File: src/rtl/corr_pkg.sv
// corr_pkg
// Shared definitions for the correlation engine and its neighbours.
// The frame geometry is also used by the frame-save and search-controller
// blocks, so it is defined here once.
//   H_RES, V_RES  : frame size in pixels
//   PIX_W         : pixel width
//   DRAIN_CYCLES  : cycles needed to empty the multiply/accumulate pipeline
//   corr_state_t  : engine FSM states
package corr_pkg;

    localparam int H_RES        = 640;
    localparam int V_RES        = 480;
    localparam int PIX_W        = 8;
    localparam int DRAIN_CYCLES = 3;
    localparam int DRAIN_W      = $clog2(DRAIN_CYCLES);

    typedef enum logic [2:0] {
        IDLE,
        RUN,
        DRAIN,
        DONE,
        GAP
    } corr_state_t;

endpackage

File: src/rtl/corr_mac.sv
// corr_mac
// Tag/product/saturating-accumulate pipeline for one correlation window.
// The valid tag arrives aligned with the read address. It is delayed one
// cycle so it lines up with the returned memory data. The product is then
// registered, and the product is added into the accumulator.
//   clk, rst   : clock, asynchronous active-high reset
//   clear      : zero the accumulator (start of a new window)
//   valid      : tap tag, aligned with the read address
//   frame_pix  : frame pixel, one cycle after its address
//   tmpl_pix   : template pixel, one cycle after its address
//   acc        : unsigned saturating sum of products
module corr_mac #(
    parameter int PIX_W = corr_pkg::PIX_W,
    parameter int ACC_W = 32
) (
    input  logic             clk,
    input  logic             rst,
    input  logic             clear,
    input  logic             valid,
    input  logic [PIX_W-1:0] frame_pix,
    input  logic [PIX_W-1:0] tmpl_pix,
    output logic [ACC_W-1:0] acc
);

    localparam int PROD_W = 2 * PIX_W;
    localparam int SUM_W  = ((ACC_W > PROD_W) ? ACC_W : PROD_W) + 1;
    localparam logic [ACC_W-1:0] ACC_MAX = {ACC_W{1'b1}};

    logic              mem_valid_q;
    logic [PROD_W-1:0] prod_q, prod_d;
    logic [ACC_W-1:0]  acc_q, acc_d;
    logic [SUM_W-1:0]  sum;

    // Untagged taps (outside the frame) contribute zero. The sum is formed
    // one bit wider than either operand so an overflow can be detected and
    // clamped instead of wrapping.
    always_comb begin
        prod_d = mem_valid_q ? (PROD_W'(frame_pix) * PROD_W'(tmpl_pix)) : '0;
        sum    = SUM_W'(acc_q) + SUM_W'(prod_q);
        acc_d  = (sum > SUM_W'(ACC_MAX)) ? ACC_MAX : ACC_W'(sum);
        if (clear) begin
            acc_d = '0;
        end
    end

    always_ff @(posedge clk or posedge rst) begin
        if (rst) begin
            mem_valid_q <= 1'b0;
            prod_q      <= '0;
            acc_q       <= '0;
        end else begin
            mem_valid_q <= valid;
            prod_q      <= prod_d;
            acc_q       <= acc_d;
        end
    end

    assign acc = acc_q;

endmodule

File: src/rtl/correlation_engine.sv
// correlation_engine
// Responder side of the coordinate/correlation handshake. It latches a
// window origin and streams the template and the matching frame window out
// of synchronous memories. It accumulates the sum of pixel products and
// reports the result with a one-cycle pulse.
//   iCLK, iRST        : clock, asynchronous active-high reset
//   iX, iY            : window origin from the search controller
//   iControllerReady  : origin valid and frame stored
//   iFinished         : search complete, accept no more windows
//   oCorrFinished     : one-cycle pulse, oCurrentCorr valid
//   oCurrentCorr      : result of the last window (zero-extended)
//   oBusy             : window in progress (RUN and DRAIN)
//   oFrameAddr        : frame read address y*H_RES + x
//   iFramePixel       : frame data, one cycle after its address
//   oTmplAddr         : template read address, row-major
//   iTmplPixel        : template data, one cycle after its address
module correlation_engine #(
    parameter int H_RES  = corr_pkg::H_RES,
    parameter int V_RES  = corr_pkg::V_RES,
    parameter int TW     = 16,
    parameter int TH     = 16,
    parameter int PIX_W  = corr_pkg::PIX_W,
    parameter int ADDR_W = 19,
    parameter int ACC_W  = 32,
    localparam int TA_W  = $clog2(TW * TH)
) (
    input  logic              iCLK,
    input  logic              iRST,
    input  logic [12:0]       iX,
    input  logic [12:0]       iY,
    input  logic              iControllerReady,
    input  logic              iFinished,
    output logic              oCorrFinished,
    output logic [31:0]       oCurrentCorr,
    output logic              oBusy,
    output logic [ADDR_W-1:0] oFrameAddr,
    input  logic [PIX_W-1:0]  iFramePixel,
    output logic [TA_W-1:0]   oTmplAddr,
    input  logic [PIX_W-1:0]  iTmplPixel
);

    import corr_pkg::*;

    localparam int N = TW * TH;

    corr_state_t       state_q, state_d;
    logic [12:0]       org_x_q, org_x_d;
    logic [12:0]       org_y_q, org_y_d;
    logic [TA_W-1:0]   k_q, k_d;
    logic [DRAIN_W-1:0] drain_q, drain_d;
    logic [TA_W-1:0]   tmpl_addr_q, tmpl_addr_d;
    logic [ADDR_W-1:0] frame_addr_q, frame_addr_d;
    logic              tag_q, tag_d;
    logic              busy_q, busy_d;
    logic              fin_q, fin_d;
    logic [31:0]       corr_q, corr_d;
    logic              clear;
    logic              issue;
    logic [31:0]       next_x, next_y;
    logic [ACC_W-1:0]  acc;

    // Next-state and next-output logic. Every output is registered, so the
    // address for tap k is computed here from the origin and index that
    // will hold after the edge. This makes tap 0 appear right after the
    // latch edge.
    // GAP is also an accept point. The controller moves its origin on the
    // edge that ends DONE, so by GAP the origin is already fresh. Accepting
    // there gives back-to-back windows without an extra IDLE cycle.
    always_comb begin
        state_d      = state_q;
        org_x_d      = org_x_q;
        org_y_d      = org_y_q;
        k_d          = k_q;
        drain_d      = drain_q;
        tmpl_addr_d  = tmpl_addr_q;
        frame_addr_d = frame_addr_q;
        tag_d        = 1'b0;
        fin_d        = 1'b0;
        corr_d       = corr_q;
        clear        = 1'b0;
        issue        = 1'b0;

        case (state_q)
            IDLE, GAP: begin
                if (iControllerReady && !iFinished) begin
                    state_d = RUN;
                    org_x_d = iX;
                    org_y_d = iY;
                    k_d     = '0;
                    clear   = 1'b1;
                    issue   = 1'b1;
                end else begin
                    state_d = IDLE;
                end
            end
            RUN: begin
                if (k_q == TA_W'(N - 1)) begin
                    state_d = DRAIN;
                    drain_d = '0;
                end else begin
                    k_d   = k_q + TA_W'(1);
                    issue = 1'b1;
                end
            end
            DRAIN: begin
                if (drain_q == DRAIN_W'(DRAIN_CYCLES - 1)) begin
                    state_d = DONE;
                    fin_d   = 1'b1;
                    corr_d  = 32'(acc);
                end else begin
                    drain_d = drain_q + DRAIN_W'(1);
                end
            end
            DONE: begin
                state_d = GAP;
            end
            default: begin
                state_d = IDLE;
            end
        endcase

        next_x = 32'(org_x_d) + (32'(k_d) % 32'(TW));
        next_y = 32'(org_y_d) + (32'(k_d) / 32'(TW));

        // Taps outside the frame keep the last legal frame address on the
        // bus and travel untagged, so they contribute nothing.
        if (issue) begin
            tmpl_addr_d = k_d;
            if ((next_x < 32'(H_RES)) && (next_y < 32'(V_RES))) begin
                frame_addr_d = ADDR_W'(next_y * 32'(H_RES) + next_x);
                tag_d        = 1'b1;
            end
        end

        busy_d = (state_d == RUN) || (state_d == DRAIN);
    end

    // Single state register for the FSM, counters and registered outputs.
    always_ff @(posedge iCLK or posedge iRST) begin
        if (iRST) begin
            state_q      <= IDLE;
            org_x_q      <= '0;
            org_y_q      <= '0;
            k_q          <= '0;
            drain_q      <= '0;
            tmpl_addr_q  <= '0;
            frame_addr_q <= '0;
            tag_q        <= 1'b0;
            busy_q       <= 1'b0;
            fin_q        <= 1'b0;
            corr_q       <= '0;
        end else begin
            state_q      <= state_d;
            org_x_q      <= org_x_d;
            org_y_q      <= org_y_d;
            k_q          <= k_d;
            drain_q      <= drain_d;
            tmpl_addr_q  <= tmpl_addr_d;
            frame_addr_q <= frame_addr_d;
            tag_q        <= tag_d;
            busy_q       <= busy_d;
            fin_q        <= fin_d;
            corr_q       <= corr_d;
        end
    end

    corr_mac #(
        .PIX_W(PIX_W),
        .ACC_W(ACC_W)
    ) u_mac (
        .clk      (iCLK),
        .rst      (iRST),
        .clear    (clear),
        .valid    (tag_q),
        .frame_pix(iFramePixel),
        .tmpl_pix (iTmplPixel),
        .acc      (acc)
    );

    assign oCorrFinished = fin_q;
    assign oCurrentCorr  = corr_q;
    assign oBusy         = busy_q;
    assign oFrameAddr    = frame_addr_q;
    assign oTmplAddr     = tmpl_addr_q;

endmodule
File: config.mk
export PLATFORM = sky130hd
export DESIGN_NAME = correlation_engine
export DESIGN_NICKNAME = d
export VERILOG_FILES = /design/src/rtl/corr_pkg.sv /design/src/rtl/corr_mac.sv /design/src/rtl/correlation_engine.sv
export SDC_FILE = /design/constraint.sdc
export NUM_CORES = 1
export LEC_CHECK = 0
export BUFFER_PORTS_ARGS = -buffer_cell sky130_fd_sc_hd__buf_2
export CAP_MARGIN = 20
export CORE_MARGIN = 5
export CORE_UTILIZATION = 25
export CTS_CLUSTER_DIAMETER = 200
export DETAILED_ROUTE_END_ITERATION = 8
export PLACE_DENSITY = 0.37
export SKIP_CTS_REPAIR_TIMING = 1
export SLEW_MARGIN = 25
export SYNTH_ARGS = -nofsm -noshare
export SYNTH_HDL_FRONTEND = slang
export SYNTH_SLANG_ARGS = --single-unit
File: constraint.sdc
create_clock -name iCLK -period 8.8 [get_ports iCLK]
set_input_delay 2.2 -clock iCLK [delete_from_list [all_inputs] [get_ports iCLK]]
set_output_delay 2.2 -clock iCLK [all_outputs]
set_load 0.05 [all_outputs]
=== After elaboration in Yosys (flattened, before gate mapping) ===
Cells that the tools add are included.

* Register bits: 150
* Bits in latches: 0
* RAM bits: 0
* Bits in read-only memories: 0
* Output and inout bits: 61
* Memories kept: 0

* Add/sub/neg operators: 6
* Multiply operators: 2
* Div/mod/pow operators: 0
* Order comparisons: 3
* Equality and inequality tests: 10
* Shift operators: 0
* Mux-type cells: 25
* Bitwise logic cells: 0
* Reductions and logical operators: 10

{| class="wikitable"
|+ Operators with widths
! kind !! count
|-
| two-way mux 32 bit || 2
|-
| two-way mux 13 bit || 4
|-
| adder 32 x 16 -> 33 bit || 1
|-
| > comparator 33 x 32 -> 1 bit, second input constant || 1
|-
| adder 13 x 4 -> 14 bit || 2
|-
| adder 19 x 14 -> 19 bit || 1
|-
| multiplier 8 x 8 -> 16 bit || 1
|-
| two-way mux 16 bit || 1
|-
| two-way mux 8 bit || 2
|-
| case mux 8 bit (2 select lines) || 1
|-
| less-than comparator 14 x 10 -> 1 bit, second input constant || 1
|-
| less-than comparator 14 x 9 -> 1 bit, second input constant || 1
|-
| multiplier 14 x 3 -> 12 bit, second input constant || 1
|-
| case mux 3 bit (4 select lines) || 1
|-
| equality test 3 x 2 -> 1 bit, second input constant || 3
|-
| adder 8 x 1 -> 8 bit, second input constant || 1
|-
| equality test 8 bit, second input constant || 1
|-
| two-way mux 1 bit || 8
|-
| equality test 3 x 1 -> 1 bit, second input constant || 2
|-
| two-way mux 3 bit || 2
|-
| two-way mux 2 bit || 2
|-
| != test 2 bit, second input constant || 2
|-
| case mux 2 bit (2 select lines) || 1
|-
| AND reduction 2 bit || 2
|-
| 11 further kinds || 12
|}

=== Longest topological paths before layout ===
Gate-level depths: netlist (run 1).

* Word-level depth: 9
* Mapped depth: 29
* Mapped depth without buffers: 26

=== By module ===
A second synthesis (run 1) with hierarchy kept.

* Cell total of the unflattened synthesis: 1070
* Area total of the unflattened synthesis: 10284.9 µm²

{| class="wikitable"
|+ By module, submodules not included
! module !! instances !! cells an instance !! area an instance (µm²) !! sequential area each (µm²)
|-
| correlation_engine || 1 || 573 || 5614.1 || 2527.4
|-
| corr_mac || 1 || 497 || 4670.7 || 1226.2
|}

=== Worst setup path after synthesis (run 1) ===
No wires, ideal clock.

* Kind: input port to flip-flop
* Start: in iFinished
* End: reg frame_addr_q[18], in the netlist oFrameAddr[18]
* Setup time: 0.125 ns
* Arrival: 7.787 ns
* Setup slack: 0.888 ns
* Stages on the path: 28
* Path buffers: 5
* Path through: nor4b_4 -> clkbuf_1 -> buf_2 -> buf_1 -> clkbuf_1 -> clkbuf_1 -> nand2_1 -> nand2_1 -> ha_1 -> ha_1 -> a221oi_1 -> a221oi_1 -> a21o_1 -> a21o_1 -> xnor2_1 -> ha_1 -> ha_1 -> a21o_1 -> a21oi_1 -> xnor2_1 -> ha_1 -> a41o_1 -> a21oi_1 -> nor2b_1 -> nand4_1 -> xnor2_1 -> xnor2_1 -> mux2_4

* Longest elaborated chain between the ends: 8
* Elaborated cells between the ends (all ways): 18

{| class="wikitable"
|+ Ends and longest elaborated chain
! what !! RTL line !! text
|-
| start: declaration || correlation_engine.sv:32 || <nowiki>input logic iFinished,</nowiki>
|-
| zero test 1 bit * || correlation_engine.sv:85 || <nowiki>if (iControllerReady && !iFinished) begin</nowiki>
|-
| logical AND 1 bit * || correlation_engine.sv:85 ||
|-
| two-way mux 13 bit * || correlation_engine.sv:85 ||
|-
| two-way mux 13 bit * || correlation_engine.sv:83 || <nowiki>case (state_q)</nowiki>
|-
| net org_y_d[0] || correlation_engine.sv:48 || <nowiki>logic [12:0] org_y_q, org_y_d;</nowiki>
|-
| adder 13 x 4 -> 14 bit * || correlation_engine.sv:123 || <nowiki>next_y = 32'(org_y_d) + (32'(k_d) / 32'(TW));</nowiki>
|-
| branches (longest 3 deep; another with adder 19 x 14 -> 19 bit) || n/a ||
|-
| end signal: assignment || correlation_engine.sv:159 || <nowiki>frame_addr_q <= frame_addr_d;</nowiki>
|-
| end: declaration || correlation_engine.sv:52 || <nowiki>logic [ADDR_W-1:0] frame_addr_q, frame_addr_d;</nowiki>
|}

Mark *: on every way through the listed nets, which the timed path passes.
A chain may end at the register's enable or synchronous reset.

=== Worst setup path after layout (run 1) ===
Same ends and word-level chain as after synthesis.

==> reports/qor.txt, run 1 <==
FINISH
----------------------------------------------------------------------------------
Ant. Diodes                                                                      0
Number of fill cells                                                          4335
Syn-to-layout area delta                                                     16.3%
Share of final-layout standard cells stronger than drive strength 1          18.4%
Final standard cell area without fillers                               11900 sq um
Net count reported at finish                                                  1311

CLOCKING
----------------------------------------------------------------------------------
Cell at the root of the clock tree                                       clkbuf_16
Count of clock tree sinks                                                      150
Source-to-sink clock delay at the later pin of the worst-skew pair         0.45 ns
Clock transition at the registers of the reported paths                    0.06 ns
CTS tree                                                                       yes
H-tree Lvls                                                                      4
Total CTS buffers                                                               17
Buffers from clock root to sink, at most                                         2

ROUTE
----------------------------------------------------------------------------------
Final routed wirelength across all metal layers                            26.3 mm
DR WL/cell                                                            15.6 microns
Remaining DRCs                                                                   0
Via density                                                                   4.48
Number of nets with antenna violations after routing                             0
Starting DRC count in detailed routing                                         390
Drt pass-1 iters                                                                 8
Number of vias in the routed layout                                           7541

JOB
----------------------------------------------------------------------------------
MaxCap Viol Count                                                                0

SYNTH
----------------------------------------------------------------------------------
Post-synthesis net count                                                      1208
Most frequently used flop master after synthesis                           dfrtp_1
Synth Cell Area                                                        10300 sq um
Synth unique cells                                                              67
Sequential fraction of the synthesis area                                    36.5%
Number of synthesized flops with an enable pin                                   0
Count of mapped cells out of synthesis                                        1035
Share of synthesized flip-flops with an asynchronous set or reset             100%
Leading cell types by count after synthesis                           dfrtp_1 (150), nand2_1 (112), inv_1 (96)
Most frequently used cell type in the post-synthesis netlist               dfrtp_1
Count of warnings emitted by yosys                                               0
Syn_area_per_cell                                                       9.92 sq um
Cell taking the most area after synthesis                                  dfrtp_1
Fraction of post-synthesis cell area in the top cell type by area            36.5%
Synthesis-stage register bit count                                             150
Synth top area cells                                                  dfrtp_1 (37%), ha_1 (11%), fa_1 (7.8%)

SETUP PATH
----------------------------------------------------------------------------------
Launch point of the critical path                                        iFinished
Most used cell, CP                                                            ha_1
Critical path arrival                                                      7.68 ns
Type of origin of the critical path                                     input port
Kind of end point of the critical path                                   flip-flop
Critical Path RT                                                           9.14 ns
Category of the most critical setup path                                 in -> reg
CP cell instances                                                     buf_2 -> nor4b_4 -> buf_4 -> nand2_1 -> nand2_1 -> ha_1 -> ha_1 -> a221oi_1 -> a221oi_1 -> a21oi_1 -> nor2_1 -> xor2_1 -> ha_1 -> ha_1 -> and3_1 -> a221o_1 -> nor3_1 -> o21bai_1 -> xor2_1 -> nand4_1 -> xnor2_1 -> xnor2_1 -> mux2_4
Reg-to-Reg Start                                                        state_q[1]
Delay of the slowest cell on the worst path                                0.72 ns
Maximum fanout along the worst path                                             69
Slowest-stage cell, CP                                                       buf_4
Worst reg-to-reg path cell count                                                22

WORST HOLD PATH
----------------------------------------------------------------------------------
Origin of the worst min-delay path                                           tag_q
Number of cells traversed by the worst hold path                                 0
Path type of the worst min-delay path                                   reg -> reg

GLOBAL ROUTE
----------------------------------------------------------------------------------
Total Routing Usage GR                                                       11.9%
First-pass GRT wire length                                                 42.4 mm
Total global routing overflow                                                    0
Via count of the first global-routing pass                                    7593
Largest net degree at the start of global routing                               85
Number of antenna violations at the first check in global routing                0

DIE
----------------------------------------------------------------------------------
Site Rows                                                                       74
DIE AREA                                                               45200 sq um
Effective utilization at floorplan                                           25.2%
Overall die width                                                      213 microns
Boundary pin count                                                             107
Core Area                                                              40700 sq um
Height of the die                                                      213 microns

PLACEMENT
----------------------------------------------------------------------------------
Gp weighted congestion                                                       0.756
Post-DP HPWL                                                               20.1 mm
Placement-stage cell area                                              11400 sq um
# port buffers                                                                 106

PWR
----------------------------------------------------------------------------------
Internal cell power                                                        2260 uW
Maximum ir drop on the vdd rail                                           0.202 mV
Leakage component of the power                                          0.00579 uW
Clk pwr share                                                                16.7%
Power per unit of standard cell area                                   351 nW/um^2
Gate power share                                                             57.9%
Relative contribution of sequential cells to total power                     25.4%
Sw Share                                                                     46.0%
Net switching power of the design                                          1930 uW

TIMING
----------------------------------------------------------------------------------
RSZ-0062 raised after global routing                                         false
Post-route clock period utilization                                          83.4%
Final Hold Viols                                                                 0
Max-slew violations                                                              0
Minimum clock period                                                       7.34 ns
Setup TNS Final                                                               0 ns
Max-slew headroom at the worst pin                                           43.1%
Final setup viols                                                                0
Pin slew with the least headroom to its limit                             0.840 ns
Maximum clock rate                                                         136 MHz
Setup Skew                                                               0.0109 ns

RUN STATUS
----------------------------------------------------------------------------------
Outcome                                                                  completed

[state kept, by name, indices dropped and copies added, names as in the netlist]
register	cells
oCurrentCorr	32
u_mac.acc	32
oFrameAddr	19
u_mac.prod_q	16
org_x_q	13
org_y_q	13
k_q	8
oTmplAddr	8
state_q	3
drain_q	2
oBusy	1
oCorrFinished	1
tag_q	1
u_mac.mem_valid_q	1
[cell usage in the layout, fill, tap and decap left out, types with 7 or more instances in the layout]
cell / count
a21o_1: 26
a21oi_1: 60
a31oi_1: 7
and2_1: 55
and3_1: 14
buf_2: 106
buf_4: 7
clkbuf_16: 17
clkinv_2: 7
dfrtp_1: 150
fa_1: 40
ha_1: 87
inv_1: 95
mux2_2: 48
mux2_4: 8
mux2i_1: 12
nand2_1: 112
nand3_1: 26
nor2_1: 51
nor2b_1: 7
nor3_1: 19
o21ai_0: 27
xnor2_1: 46
xor2_1: 26
[routing by layer]
layer | global-route usage (%) | vias to the layer above | wire length [microns]
li1 | - | 3734 | -
met2 | 17.2 | 117 | 11400
met3 | 2.41 | 13 | 876
met1 | 17.8 | 3677 | 13900
met5 | 0 | - | 0
met4 | 3.80 | 0 | 210
[metrics by stage]
stage | hold WS, ns | worst slack (ns) | cells | util, % | power (uW)
6_report | 0.348 | 1.46 | 1683 | 29.3 | 4190
5_1_grt | 0.360 | 0.884 | 1683 | 29.3 | 4570
4_1_cts | 0.351 | 1.40 | 1683 | 29.3 | 4270
3_5_place_dp | 0.336 | 0.942 | 1651 | 28.0 | 3530
3_3_place_gp | 0.336 | 0.995 | 1651 | 28.0 | 3540
2_1_floorplan | 0.331 | 0.888 | 1035 | - | 2970
[power groups by stage]
stage	Combinational (uW)	Clock (uW)	Sequential [uW]
6_report	2430	702	1060
5_1_grt	2720	760	1100
4_1_cts	2470	737	1070
3_5_place_dp	2450	0	1080
3_3_place_gp	2460	0	1080
2_1_floorplan	1540	0	1430
[cell type report]
type                    count  area, sq um  area share, %
clock inverters            13          106          0.891
repair buffers            114          594           4.98
inverters                  96          365           3.06
flip-flops and latches    150         3750           31.4
clock buffers              19          443           3.71
well taps                 532          666           5.57
multi-input cells         759         6010           50.4
[final timing paths]
| kind | slack (ns) | end |
|---|---|---|
| setup / recovery | 1.46 | oFrameAddr[18] |
| hold / removal | 0.35 | u_mac.mem_valid_q |
| setup reg to reg | 2.73 | oFrameAddr[18] |
| hold reg to reg | 0.35 | u_mac.mem_valid_q |
| max in group asynchronous | 5.76 | oFrameAddr[1] |
| min in group asynchronous | 1.88 | oBusy |
[critical path: cells and delay by family]
family	cells	cell delay, ns
adder cells (fa/ha/maj)	4	0.99
buffers and inverters	2	0.84
XOR/XNOR	4	0.74
AND/OR/NAND/NOR	7	1.13
AO/OA/AOI/OAI	5	1.46
multiplexers	1	0.27
[cell families (layout without fill, tap and decap cells)]
group                    after synthesis  count (layout)  synth area share, %
AO/OA/AOI/OAI                        173             173                 10.9
buffers and inverters                126             242                 4.96
XOR/XNOR                              72              72                 6.14
multiplexers                          68              68                 7.60
AND/OR/NAND/NOR                      319             319                 15.4
flip-flops                           150             150                 36.5
adder cells (fa/ha/maj)              127             127                 18.4
(Power assumes the default switching activity.)
==> run 2, diff against run 1 <==
--- a/config.mk
+++ b/config.mk
@@ -11,7 +11,7 @@
 export CORE_UTILIZATION = 25
 export CTS_CLUSTER_DIAMETER = 200
 export DETAILED_ROUTE_END_ITERATION = 8
-export PLACE_DENSITY = 0.37
+export PLACE_DENSITY = 0.39
 export SKIP_CTS_REPAIR_TIMING = 1
 export SLEW_MARGIN = 25
 export SYNTH_ARGS = -nofsm -noshare
==> constraint.sdc (replaced) <==
create_clock -name iCLK -period 5.9 [get_ports iCLK]
set_input_delay 1.475 -clock iCLK [delete_from_list [all_inputs] [get_ports iCLK]]
set_output_delay 1.475 -clock iCLK [all_outputs]
set_load 0.05 [all_outputs]
==> reports/qor.txt, run 2 (synthesized netlist as in run 1, its figures left out) <==
SETUP PATH
----------------------------------------------------------------------------------
Endpoint of the most critical setup path                              oFrameAddr[18]   unchanged
Critical path arrival                                                      5.96 ns   was 7.68 ns
Critical Path RT                                                           6.23 ns   was 9.14 ns
Worst reg-to-reg path cell count                                                25   was 22
R2R Path End                                                          oFrameAddr[18]   unchanged
Worst reg-to-reg setup slack                                               0.47 ns   was 2.73 ns
Maximum fanout along the worst path                                              3   was 69
Reg-to-Reg Start                                                        state_q[0]   was state_q[1]
Launch point of the critical path                                        iFinished   unchanged
Kind of end point of the critical path                                   flip-flop   unchanged
Category of the most critical setup path                                 in -> reg   unchanged
Type of origin of the critical path                                     input port   unchanged

DIE
----------------------------------------------------------------------------------
Core Area                                                              40700 sq um   unchanged
Boundary pin count                                                             107   unchanged
Effective utilization at floorplan                                           25.2%   unchanged
Site Rows                                                                       74   unchanged
Overall die width                                                      213 microns   unchanged
DIE AREA                                                               45200 sq um   unchanged
Height of the die                                                      213 microns   unchanged

GLOBAL ROUTE
----------------------------------------------------------------------------------
Total Routing Usage GR                                                       12.3%   was 11.9%
Largest net degree at the start of global routing                               85   unchanged
First-pass GRT wire length                                                 44.1 mm   was 42.4 mm
Number of antenna violations at the first check in global routing                0   unchanged
Total global routing overflow                                                    0   unchanged
Via count of the first global-routing pass                                    8239   was 7593

PWR
----------------------------------------------------------------------------------
Internal cell power                                                        4050 uW   was 2260 uW
Clk pwr share                                                                15.5%   was 16.7%
Relative contribution of sequential cells to total power                     22.1%   was 25.4%
Net switching power of the design                                          3100 uW   was 1930 uW
Leakage component of the power                                          0.00629 uW   was 0.00579 uW
Sw Share                                                                     43.3%   was 46.0%
Gate power share                                                             62.5%   was 57.9%
Maximum ir drop on the vdd rail                                           0.294 mV   was 0.202 mV
Total design power                                                         7150 uW   was 4190 uW
Power per unit of standard cell area                                   556 nW/um^2   was 351 nW/um^2

TIMING
----------------------------------------------------------------------------------
Minimum clock period                                                       5.63 ns
Final Hold Viols                                                                 0   unchanged
Max-slew headroom at the worst pin                                           40.3%   was 43.1%
Setup Skew                                                               0.0133 ns   was 0.0109 ns
Final setup viols                                                                0   unchanged
Maximum clock rate                                                         177 MHz
Post-route clock period utilization                                          95.5%
Pin slew with the least headroom to its limit                             0.882 ns   was 0.840 ns
Max-slew violations                                                              0   unchanged

ROUTE
----------------------------------------------------------------------------------
Remaining DRCs                                                                   0   unchanged
Number of nets with antenna violations after routing                             0   unchanged
DR WL/cell                                                            15.1 microns   was 15.6 microns
Drt pass-1 iters                                                                 4   was 8
Via density                                                                   4.37   was 4.48
Number of vias in the routed layout                                           7782   was 7541
Starting DRC count in detailed routing                                         307   was 390
Final routed wirelength across all metal layers                            26.9 mm   was 26.3 mm

CLOCKING
----------------------------------------------------------------------------------
CTS tree                                                                       yes   unchanged
Count of clock tree sinks                                                      150   unchanged
Clock transition at the registers of the reported paths                    0.06 ns   about the same
Buffers from clock root to sink, at most                                         2   unchanged
Source-to-sink clock delay at the later pin of the worst-skew pair         0.45 ns   about the same
Cell at the root of the clock tree                                       clkbuf_16   unchanged
Total CTS buffers                                                               17   unchanged
H-tree Lvls                                                                      4   unchanged

FINISH
----------------------------------------------------------------------------------
Share of final-layout standard cells stronger than drive strength 1          26.8%   was 18.4%
Syn-to-layout area delta                                                     25.3%   was 16.3%
Most frequent cells in the layout                                     dfrtp_1 (150), nand2_1 (112), buf_2 (106), buf_4 (102), inv_1 (94)   was dfrtp_1 (150), nand2_1 (112), buf_2 (106), inv_1 (95), ha_1 (87)
Final core area utilization                                                  31.6%   was 29.3%
Net count reported at finish                                                  1406   was 1311
Number of fill cells                                                          4329   was 4335
Final cell count without fillers                                              1779   was 1683
Most common cell after layout, fill and taps aside                         dfrtp_1   unchanged

PLACEMENT
----------------------------------------------------------------------------------
# port buffers                                                                 106   unchanged
Post-DP HPWL                                                               21.1 mm   was 20.1 mm
Number of placed instances, taps included                                     1744   was 1651
Gp weighted congestion                                                       0.801   was 0.756

JOB
----------------------------------------------------------------------------------
MaxCap Viol Count                                                                0   unchanged

RUN STATUS
----------------------------------------------------------------------------------
Outcome                                                                  completed   unchanged

WORST HOLD PATH
----------------------------------------------------------------------------------
Path type of the worst min-delay path                                   reg -> reg   unchanged

-- run 2: cell types whose count changed in the layout (fill, tap and decap cells not counted), moves of 3 or more --
| cell | delta |
|---|---|
| clkinv_2 | -5 |
| ha_1 | -4 |
| a21oi_2 | +5 |
| xnor2_2 | +3 |
| a21oi_1 | -5 |
| xnor2_1 | -3 |
| buf_4 | +95 |
-- run 2: power by group through the flow --
| stage | clock [uW] | sequential, uW | combinational [uW] |
|---|---|---|---|
| 6_report | 1110 | 1580 | 4470 |
| 5_1_grt | 1190 | 1630 | 4980 |
| 3_5_place_dp | 0 | 1600 | 4470 |
| 2_1_floorplan | 0 | 2130 | 2420 |
| 3_3_place_gp | 0 | 1600 | 4460 |
| 4_1_cts | 1160 | 1590 | 4490 |
-- run 2: routing by layer --
metal / part of all wire, % / track usage, %
met1: 52 / 17.8
met2: 43 / 18.5
met3: 3.6 / 2.67
met4: 1.4 / 3.75
met5: 0 / 0
-- run 2: worst min-delay path by stage --
stage | start | endpoint | slack, ns | cells after the start
finish | tag_q | u_mac.mem_valid_q | 0.35 | 0
global route | tag_q | u_mac.mem_valid_q | 0.37 | 0
CTS | tag_q | u_mac.mem_valid_q | 0.36 | 0
detailed placement | tag_q | u_mac.mem_valid_q | 0.34 | 0
global placement | tag_q | u_mac.mem_valid_q | 0.34 | 0
floorplan | tag_q | u_mac.mem_valid_q | 0.33 | 0
-- run 2: cell type report --
class / count / area, sq um / area share (%)
multi-input cells: 759 / 6170 / 48.0
flip-flops and latches: 150 / 3750 / 29.2
repair buffers: 209 / 1320 / 10.2
well taps: 532 / 666 / 5.17
clock buffers: 19 / 443 / 3.44
inverters: 96 / 365 / 2.84
clock inverters: 13 / 145 / 1.13
diodes: 1 / 2.50 / 0.0195
-- run 2: stage by stage --
step | worst slack, ns | cell area [sq um] | hold WS [ns] | setup TNS (ns)
after floorplan | -0.406 | 10400 | 0.331 | -5.79
after global placement | -0.219 | 12200 | 0.336 | -0.979
after detailed placement | -0.363 | 12200 | 0.345 | -2.27
after CTS | 0.0834 | 12700 | 0.360 | 0
after global routing | -0.00225 | 12900 | 0.368 | -0.00362
final | 0.266 | 12900 | 0.354 | 0
-- run 2: worst max-delay path: stages --
cell and delay, ns:
buf_2 0.13, nor4b_4 0.33, mux2i_2 0.27, buf_4 0.15
nor2_1 0.04, nor2_1 0.19, ha_4 0.20, inv_1 0.07
a221oi_4 0.35, buf_4 0.18, xor2_1 0.23, ha_1 0.20
ha_1 0.17, inv_1 0.06, fa_2 0.51, inv_1 0.06
ha_4 0.21, a21o_1 0.15, a21o_1 0.18, a21oi_2 0.16
nor2b_1 0.06, nand4_1 0.10, xnor2_1 0.14, xnor2_1 0.08
mux2_4 0.26
